==> config.mk <==
export PLATFORM = sky130hd
export DESIGN_NAME = tdm_demux_1to4_flat
export DESIGN_NICKNAME = d
export VERILOG_FILES = /design/src/rtl/tdm_demux_1to4_pkg.sv /design/src/rtl/tdm_demux_1to4_if.sv /design/src/rtl/tdm_slot_cnt.sv /design/src/rtl/tdm_demux_1to4.sv /design/src/flat_wrapper.sv
export SDC_FILE = /design/constraint.sdc
export NUM_CORES = 1
export LEC_CHECK = 0
export BUFFER_PORTS_ARGS = -buffer_cell sky130_fd_sc_hd__buf_2
export CAP_MARGIN = 20
export CELL_PAD_IN_SITES_DETAIL_PLACEMENT = 1
export CELL_PAD_IN_SITES_GLOBAL_PLACEMENT = 1
export CORE_UTILIZATION = 30
export DETAILED_ROUTE_END_ITERATION = 8
export GPL_TIMING_DRIVEN = 0
export PLACE_DENSITY = 0.69
export SYNTH_ARGS = -nofsm -noshare
export SYNTH_HDL_FRONTEND = slang
export SYNTH_HIERARCHICAL = 1
export SYNTH_SLANG_ARGS = --single-unit
==> constraint.sdc <==
create_clock -name clk -period 1.7 [get_ports clk]
set_clock_uncertainty 0.2 [all_clocks]
set_input_delay 0.17 -clock clk [delete_from_list [all_inputs] [get_ports clk]]
set_output_delay 0.17 -clock clk [all_outputs]
set_load 0.02 [all_outputs]
==> src/rtl/tdm_demux_1to4_pkg.sv <==
// rtl/tdm_demux_1to4_pkg.sv - shared types and frame constants for the TDM demux
// TDM_PARITY_CHK_EN adds a trailing even-parity slot to every frame.
package tdm_pkg;

    typedef enum logic {
        HUNT = 1'b0,
        RECV = 1'b1
    } state_t;

    localparam int DEF_NUM_CH = 4;
    localparam int DEF_SEL_W  = 2;

`ifdef TDM_PARITY_CHK_EN
    localparam int PAR_SLOTS = 1;
`else
    localparam int PAR_SLOTS = 0;
`endif

    localparam int DEF_FRAME_LEN = DEF_NUM_CH + PAR_SLOTS;

    function automatic int frame_len(input int num_ch);
        return num_ch + PAR_SLOTS;
    endfunction

endpackage

==> src/rtl/tdm_demux_1to4_if.sv <==
// rtl/tdm_demux_1to4_if.sv - serial slot stream in, recovered parallel word out
interface tdm_demux_1to4_if
    import tdm_pkg::*;
#(
    parameter int NUM_CH = DEF_NUM_CH,
    parameter int SEL_W  = DEF_SEL_W
);
    logic              in_valid;
    logic              in_sync;
    logic              in_bit;
    logic [NUM_CH-1:0] out;
    logic              out_valid;
    logic [SEL_W-1:0]  sel;
    logic              frame_err;

    modport master (
        output in_valid, in_sync, in_bit,
        input  out, out_valid, sel, frame_err
    );

    modport slave (
        input  in_valid, in_sync, in_bit,
        output out, out_valid, sel, frame_err
    );
endinterface

==> src/rtl/tdm_slot_cnt.sv <==
// rtl/tdm_slot_cnt.sv - loadable wrapping slot counter with terminal-count flag
module tdm_slot_cnt #(
    parameter int             CNT_W = 2,
    parameter logic [CNT_W-1:0] LAST = '1
) (
    input  logic             clk,
    input  logic             rst,
    input  logic             inc,
    input  logic             restart,
    input  logic             clear,
    output logic [CNT_W-1:0] cnt,
    output logic             tc
);
    assign tc = (cnt == LAST);

    // restart loads 1 because the sync bit itself occupies slot 0
    always_ff @(posedge clk) begin
        if (rst || clear) begin
            cnt <= '0;
        end else if (restart) begin
            cnt <= CNT_W'(1);
        end else if (inc) begin
            cnt <= tc ? '0 : cnt + CNT_W'(1);
        end
    end
endmodule

==> src/rtl/tdm_demux_1to4.sv <==
// rtl/tdm_demux_1to4.sv - frame-aligned 1-to-N serial demux with framing error detect
// TDM_PARITY_CHK_EN: frame carries an extra even-parity slot checked before update.
module tdm_demux_1to4
    import tdm_pkg::*;
#(
    parameter int NUM_CH = DEF_NUM_CH,
    parameter int SEL_W  = DEF_SEL_W
) (
    input  logic             clk,
    input  logic             rst,
    tdm_demux_1to4_if.slave  bus
);
    localparam int               CNT_W = SEL_W + PAR_SLOTS;
    localparam logic [CNT_W-1:0] LAST  = CNT_W'(frame_len(NUM_CH) - 1);

    state_t            state, state_nxt;
    logic [NUM_CH-1:0] shadow, shadow_nxt;
    logic [NUM_CH-1:0] out_q, out_nxt;
    logic              valid_q, valid_nxt;
    logic              err_q, err_nxt;
    logic              inc, restart, clear;
    logic [CNT_W-1:0]  cnt;
    logic              tc;
    logic [SEL_W-1:0]  slot;

    assign slot = cnt[SEL_W-1:0];

    tdm_slot_cnt #(
        .CNT_W (CNT_W),
        .LAST  (LAST)
    ) u_slot_cnt (
        .clk     (clk),
        .rst     (rst),
        .inc     (inc),
        .restart (restart),
        .clear   (clear),
        .cnt     (cnt),
        .tc      (tc)
    );

    always_ff @(posedge clk) begin
        if (rst) begin
            state   <= HUNT;
            shadow  <= '0;
            out_q   <= '0;
            valid_q <= 1'b0;
            err_q   <= 1'b0;
        end else begin
            state   <= state_nxt;
            shadow  <= shadow_nxt;
            out_q   <= out_nxt;
            valid_q <= valid_nxt;
            err_q   <= err_nxt;
        end
    end

    always_comb begin
        state_nxt  = state;
        shadow_nxt = shadow;
        out_nxt    = out_q;
        valid_nxt  = 1'b0;
        err_nxt    = 1'b0;
        inc        = 1'b0;
        restart    = 1'b0;
        clear      = 1'b0;
        if (bus.in_valid) begin
            unique case (state)
                HUNT: begin
                    if (bus.in_sync) begin
                        shadow_nxt[0] = bus.in_bit;
                        restart       = 1'b1;
                        state_nxt     = RECV;
                    end
                end
                RECV: begin
                    if (bus.in_sync) begin
                        // sync anywhere but slot 0 aborts the partial frame
                        err_nxt       = (cnt != '0);
                        shadow_nxt[0] = bus.in_bit;
                        restart       = 1'b1;
                    end else if (cnt == '0) begin
                        err_nxt   = 1'b1;
                        clear     = 1'b1;
                        state_nxt = HUNT;
                    end else if (tc) begin
                        clear = 1'b1;
`ifdef TDM_PARITY_CHK_EN
                        if ((^shadow) == bus.in_bit) begin
                            out_nxt   = shadow;
                            valid_nxt = 1'b1;
                        end else begin
                            err_nxt = 1'b1;
                        end
`else
                        out_nxt   = {bus.in_bit, shadow[NUM_CH-2:0]};
                        valid_nxt = 1'b1;
`endif
                    end else begin
                        shadow_nxt[slot] = bus.in_bit;
                        inc              = 1'b1;
                    end
                end
                default: state_nxt = HUNT;
            endcase
        end
    end

    assign bus.out       = out_q;
    assign bus.out_valid = valid_q;
    assign bus.frame_err = err_q;
    assign bus.sel       = slot;
endmodule

==> src/flat_wrapper.sv <==
// flat-port wrapper written by rule: the top's interface ports become plain ports
module tdm_demux_1to4_flat import tdm_pkg::*;
#(
    parameter int NUM_CH = DEF_NUM_CH,
    parameter int SEL_W  = DEF_SEL_W
)
  (clk, rst, bus_in_valid, bus_in_sync, bus_in_bit, bus_out, bus_out_valid, bus_sel, bus_frame_err);
  tdm_demux_1to4_if #(.NUM_CH(NUM_CH), .SEL_W(SEL_W)) bus_i ();
  input  logic clk;
  input  logic rst;
  input wire logic [$bits(bus_i.in_valid)-1:0] bus_in_valid;
  input wire logic [$bits(bus_i.in_sync)-1:0] bus_in_sync;
  input wire logic [$bits(bus_i.in_bit)-1:0] bus_in_bit;
  output wire logic [$bits(bus_i.out)-1:0] bus_out;
  output wire logic [$bits(bus_i.out_valid)-1:0] bus_out_valid;
  output wire logic [$bits(bus_i.sel)-1:0] bus_sel;
  output wire logic [$bits(bus_i.frame_err)-1:0] bus_frame_err;
  assign bus_i.in_valid = bus_in_valid;
  assign bus_i.in_sync = bus_in_sync;
  assign bus_i.in_bit = bus_in_bit;
  assign bus_out = bus_i.out;
  assign bus_out_valid = bus_i.out_valid;
  assign bus_sel = bus_i.sel;
  assign bus_frame_err = bus_i.frame_err;
  tdm_demux_1to4 #(.NUM_CH(NUM_CH), .SEL_W(SEL_W)) u_core (.clk(clk), .rst(rst), .bus(bus_i));
endmodule
==> results.py <==
metrics = {
    "finish": {
        "final_nets": 81,
        "synthToLayoutAreaGrowth_pct": 31.0,
        "final_core_util_pct": 44.0,
        "drive_gt1_share_pct": 33.3,
        "n_antenna_cell": 0,
    },
    "global_routing": {
        "grt_antenna_before_repair": 0,
        "globalRouteTotalUtil_pct": 12.8,
        "grt_pass1_vias": 405,
        "met1_usage_pct": 13.7,
        "grt_pass1_wl_um": 1710,
        "met3_usage_pct": 7.50,
        "grt_use_met2_pct": 20.3,
        "grt_max_degree": 11,
        "top_usage_layer": "met2",
        "globalRouteOverflowTotal": 0,
    },
    "critical_path": {
        "path_cells": "dlygate4sd3_1, buf_2, nand3b_4, nor4b_1, mux2i_1",
        "required_ns": 1.70,
        "ff2ff_setup_slack_ns": 0.13,
        "cp_slowest_stage_delay_ns": 0.53,
        "worst_path_max_delay_cell": "dlygate4sd3_1",
        "critical_path_peak_fanout": 5,
        "start_kind": "input port",
        "cp.arrival_ns": 1.58,
        "endpoint_kind": "flip-flop",
        "crit_type": "in -> reg",
    },
    "clock_tree": {
        "clk_pin_slew_worst_paths_ns": 0.07,
        "clock_path_buffers": 2,
        "htree_levels": 1,
        "root_buffer": "clkbuf_4",
        "clk_latency_ns": 0.27,
        "clock_sinks": 12,
        "cts_tree": "built",
        "numCtsBuffers": 3,
    },
    "routing": {
        "ant_nets": 0,
        "drt_first_pass_iters": 4,
        "post-route-drc-count": 0,
        "drt-total-wl_um": 1050,
        "num_vias": 433,
        "via_per_inst": 4.92,
        "drtIter0Drc": 3,
        "wl_per_cell_um": 11.9,
    },
    "status": {
        "status": "finished, final reports clean",
    },
    "power_and_ir_drop": {
        "p_leak_nw": 0.342,
        "ir_drop_mv": 0.368,
        "p_per_area_mw_per_mm2": 734,
    },
    "die": {
        "die_w_um": 44,
        "dieArea_sq_mm": 0.00194,
        "fp.dieH_um": 44,
        "io_pins": 13,
        "start_util_pct": 33.6,
        "row_count": 14,
        "core_sq_mm": 0.00158,
    },
    "synthesis": {
        "ys_seq_area_share_pct": 45.4,
        "syn-cell-area_sq_um": 529,
        "syn_nets": 60,
        "avgSynthCellArea_sq_um": 9.99,
        "yosysWarnings": 6,
        "synth_cell_types": 20,
        "synth_cells": 53,
        "ys_seq_elements": 12,
    },
    "sta": {
        "hold_violations": 0,
        "slew-limit-headroom_pct": 73.3,
        "fin_crit_ns": 1.58,
        "setup_slack_ns": 0.121,
        "final-setup-viol-count": 0,
        "fin_crit_sh_pct": 92.9,
        "worstMarginPinSlew_ns": 0.400,
        "fmax_ghz": 0.633,
        "rsz0062_at_grt": "false",
        "timing.final.max_slew_violations": 0,
    },
    "worst_hold_path": {
        "hold_class": "in -> reg",
    },
    "place": {
        "dpl.hpwl_um": 751,
        "routabilityCongestion": 0.734,
        "dp_slack_ns": -0.0815,
        "numPortBuffers": 12,
    },
    "flow_run": {
        "cap_viol_max_count": 0,
    },
}
==> cell families (layout without fill, tap and decap cells) <==
logic type	Yosys count	in the layout	share of synthesized area, %
AO/OA/AOI/OAI	4	4	5.44
adder cells (fa/ha/maj)	2	2	4.73
buffers and inverters	4	23	2.84
flip-flops	12	12	45.4
multiplexers	7	7	13.2
AND/OR/NAND/NOR	24	24	28.4
==> where the power goes <==
group | internal (mW) | total, mW | switching (mW)
Combinational | 0.0228 | 0.0482 | 0.0254
Sequential | 0.286 | 0.292 | 0.00630
Clock | 0.0819 | 0.168 | 0.0861
==> cells in the mapped netlist <==
cell type  instances  area, sq um
nand4_1            1         6.26
clkbuf_1           1         3.75
nand2_1            2         7.51
nand3_1            1         5.00
nor3b_1            1         7.51
o31a_1             1         8.76
nor2b_1            1         6.26
nor3_1             1         5.00
nand3b_4           1         20.0
a21bo_2            1         10.0
a21oi_1            2         10.0
nor2_1             8         30.0
dfxtp_1           12          240
inv_1              3         11.3
and4b_2            1         11.3
mux2i_1            7         70.1
nor4_1             1         6.26
nand2b_1           3         18.8
ha_1               2         25.0
nor4b_1            3         26.3
==> routing by layer <==
metal	up-vias	part of all wire (%)
met5	-	0
met4	0	1.6
met3	5	6.5
met2	11	46
met1	190	46
li1	227	-
==> cells in the final DEF (no fill, tap or decap) <==
cell type / count
buf_2: 12
dfxtp_1: 10
nor2_1: 7
mux2i_1: 7
clkbuf_4: 3
dlygate4sd3_1: 3
inv_1: 3
nor4b_1: 3
nand2b_1: 3
nand2_1: 2
a21oi_1: 2
dfxtp_2: 2
nor2_4: 1
nand3b_4: 1
nor3_4: 1
clkbuf_1: 1
nand4_1: 1
and4b_2: 1
nand3_1: 1
a21bo_2: 1
ha_1: 1
buf_4: 1
nor3b_1: 1
nor2b_1: 1
o31a_1: 1
nor4_1: 1
ha_2: 1
==> layout make-up <==
| class | count | area, sq um |
|---|---|---|
| Multi-Input combinational cell | 37 | 295 |
| Sequential cell | 12 | 243 |
| Timing Repair Buffer | 16 | 97.6 |
| Inverter | 3 | 11.3 |
| Tap cell | 16 | 20.0 |
| Fill cell | 193 | 883 |
| Buffer | 1 | 3.75 |
| Clock buffer | 3 | 22.5 |
==> repair_timing <==
action,CTS,global route
gates resized for setup,2,5
buffers inserted,1,0
setup endpoints to repair,5,6
cloned,0,0
endpoints found under the hold margin,4,0
pin swaps,1,1
hold buffers,3,0
==> path summary, 6_finish.rpt <==
check,from,endpoint,depth (start not counted)
worst max-delay path,bus_in_sync,u_core/shadow[1],5
worst min-delay path,bus_in_valid,u_core/shadow[0],3
worst max register to register,u_core/u_slot_cnt/cnt[1],u_core/bus.out[1],7
worst min register to register,u_core/shadow[0],u_core/shadow[0],2
==> sequential cells by signal, summed over array words and instances, names as in the netlist <==
signal,cells
u_core/state,1
u_core/bus.out,4
u_core/bus.out_valid,1
u_core/shadow,3
u_core/bus.frame_err,1
u_core/u_slot_cnt/cnt,2
==> metrics by stage <==
stage               cells  cell area [sq um]  setup TNS [ns]  hold WS (ns)  total power, mW
finish                 88                693               0        0.0109            0.509
global route           88                693               0        0.0141            0.543
CTS                    88                677               0       0.00322            0.522
detailed placement     81                609          -0.297         0.194            0.339
global placement       81                609          -0.237         0.188            0.338
floorplan              53                529               0        0.0471            0.322
==> worst max-delay path: cells and delay by family <==
kind	cells	cell delay, ns
buffers and inverters	2	0.67
muxes	1	0.22
and+or+nand+nor	2	0.52
(Power assumes the default switching activity.)
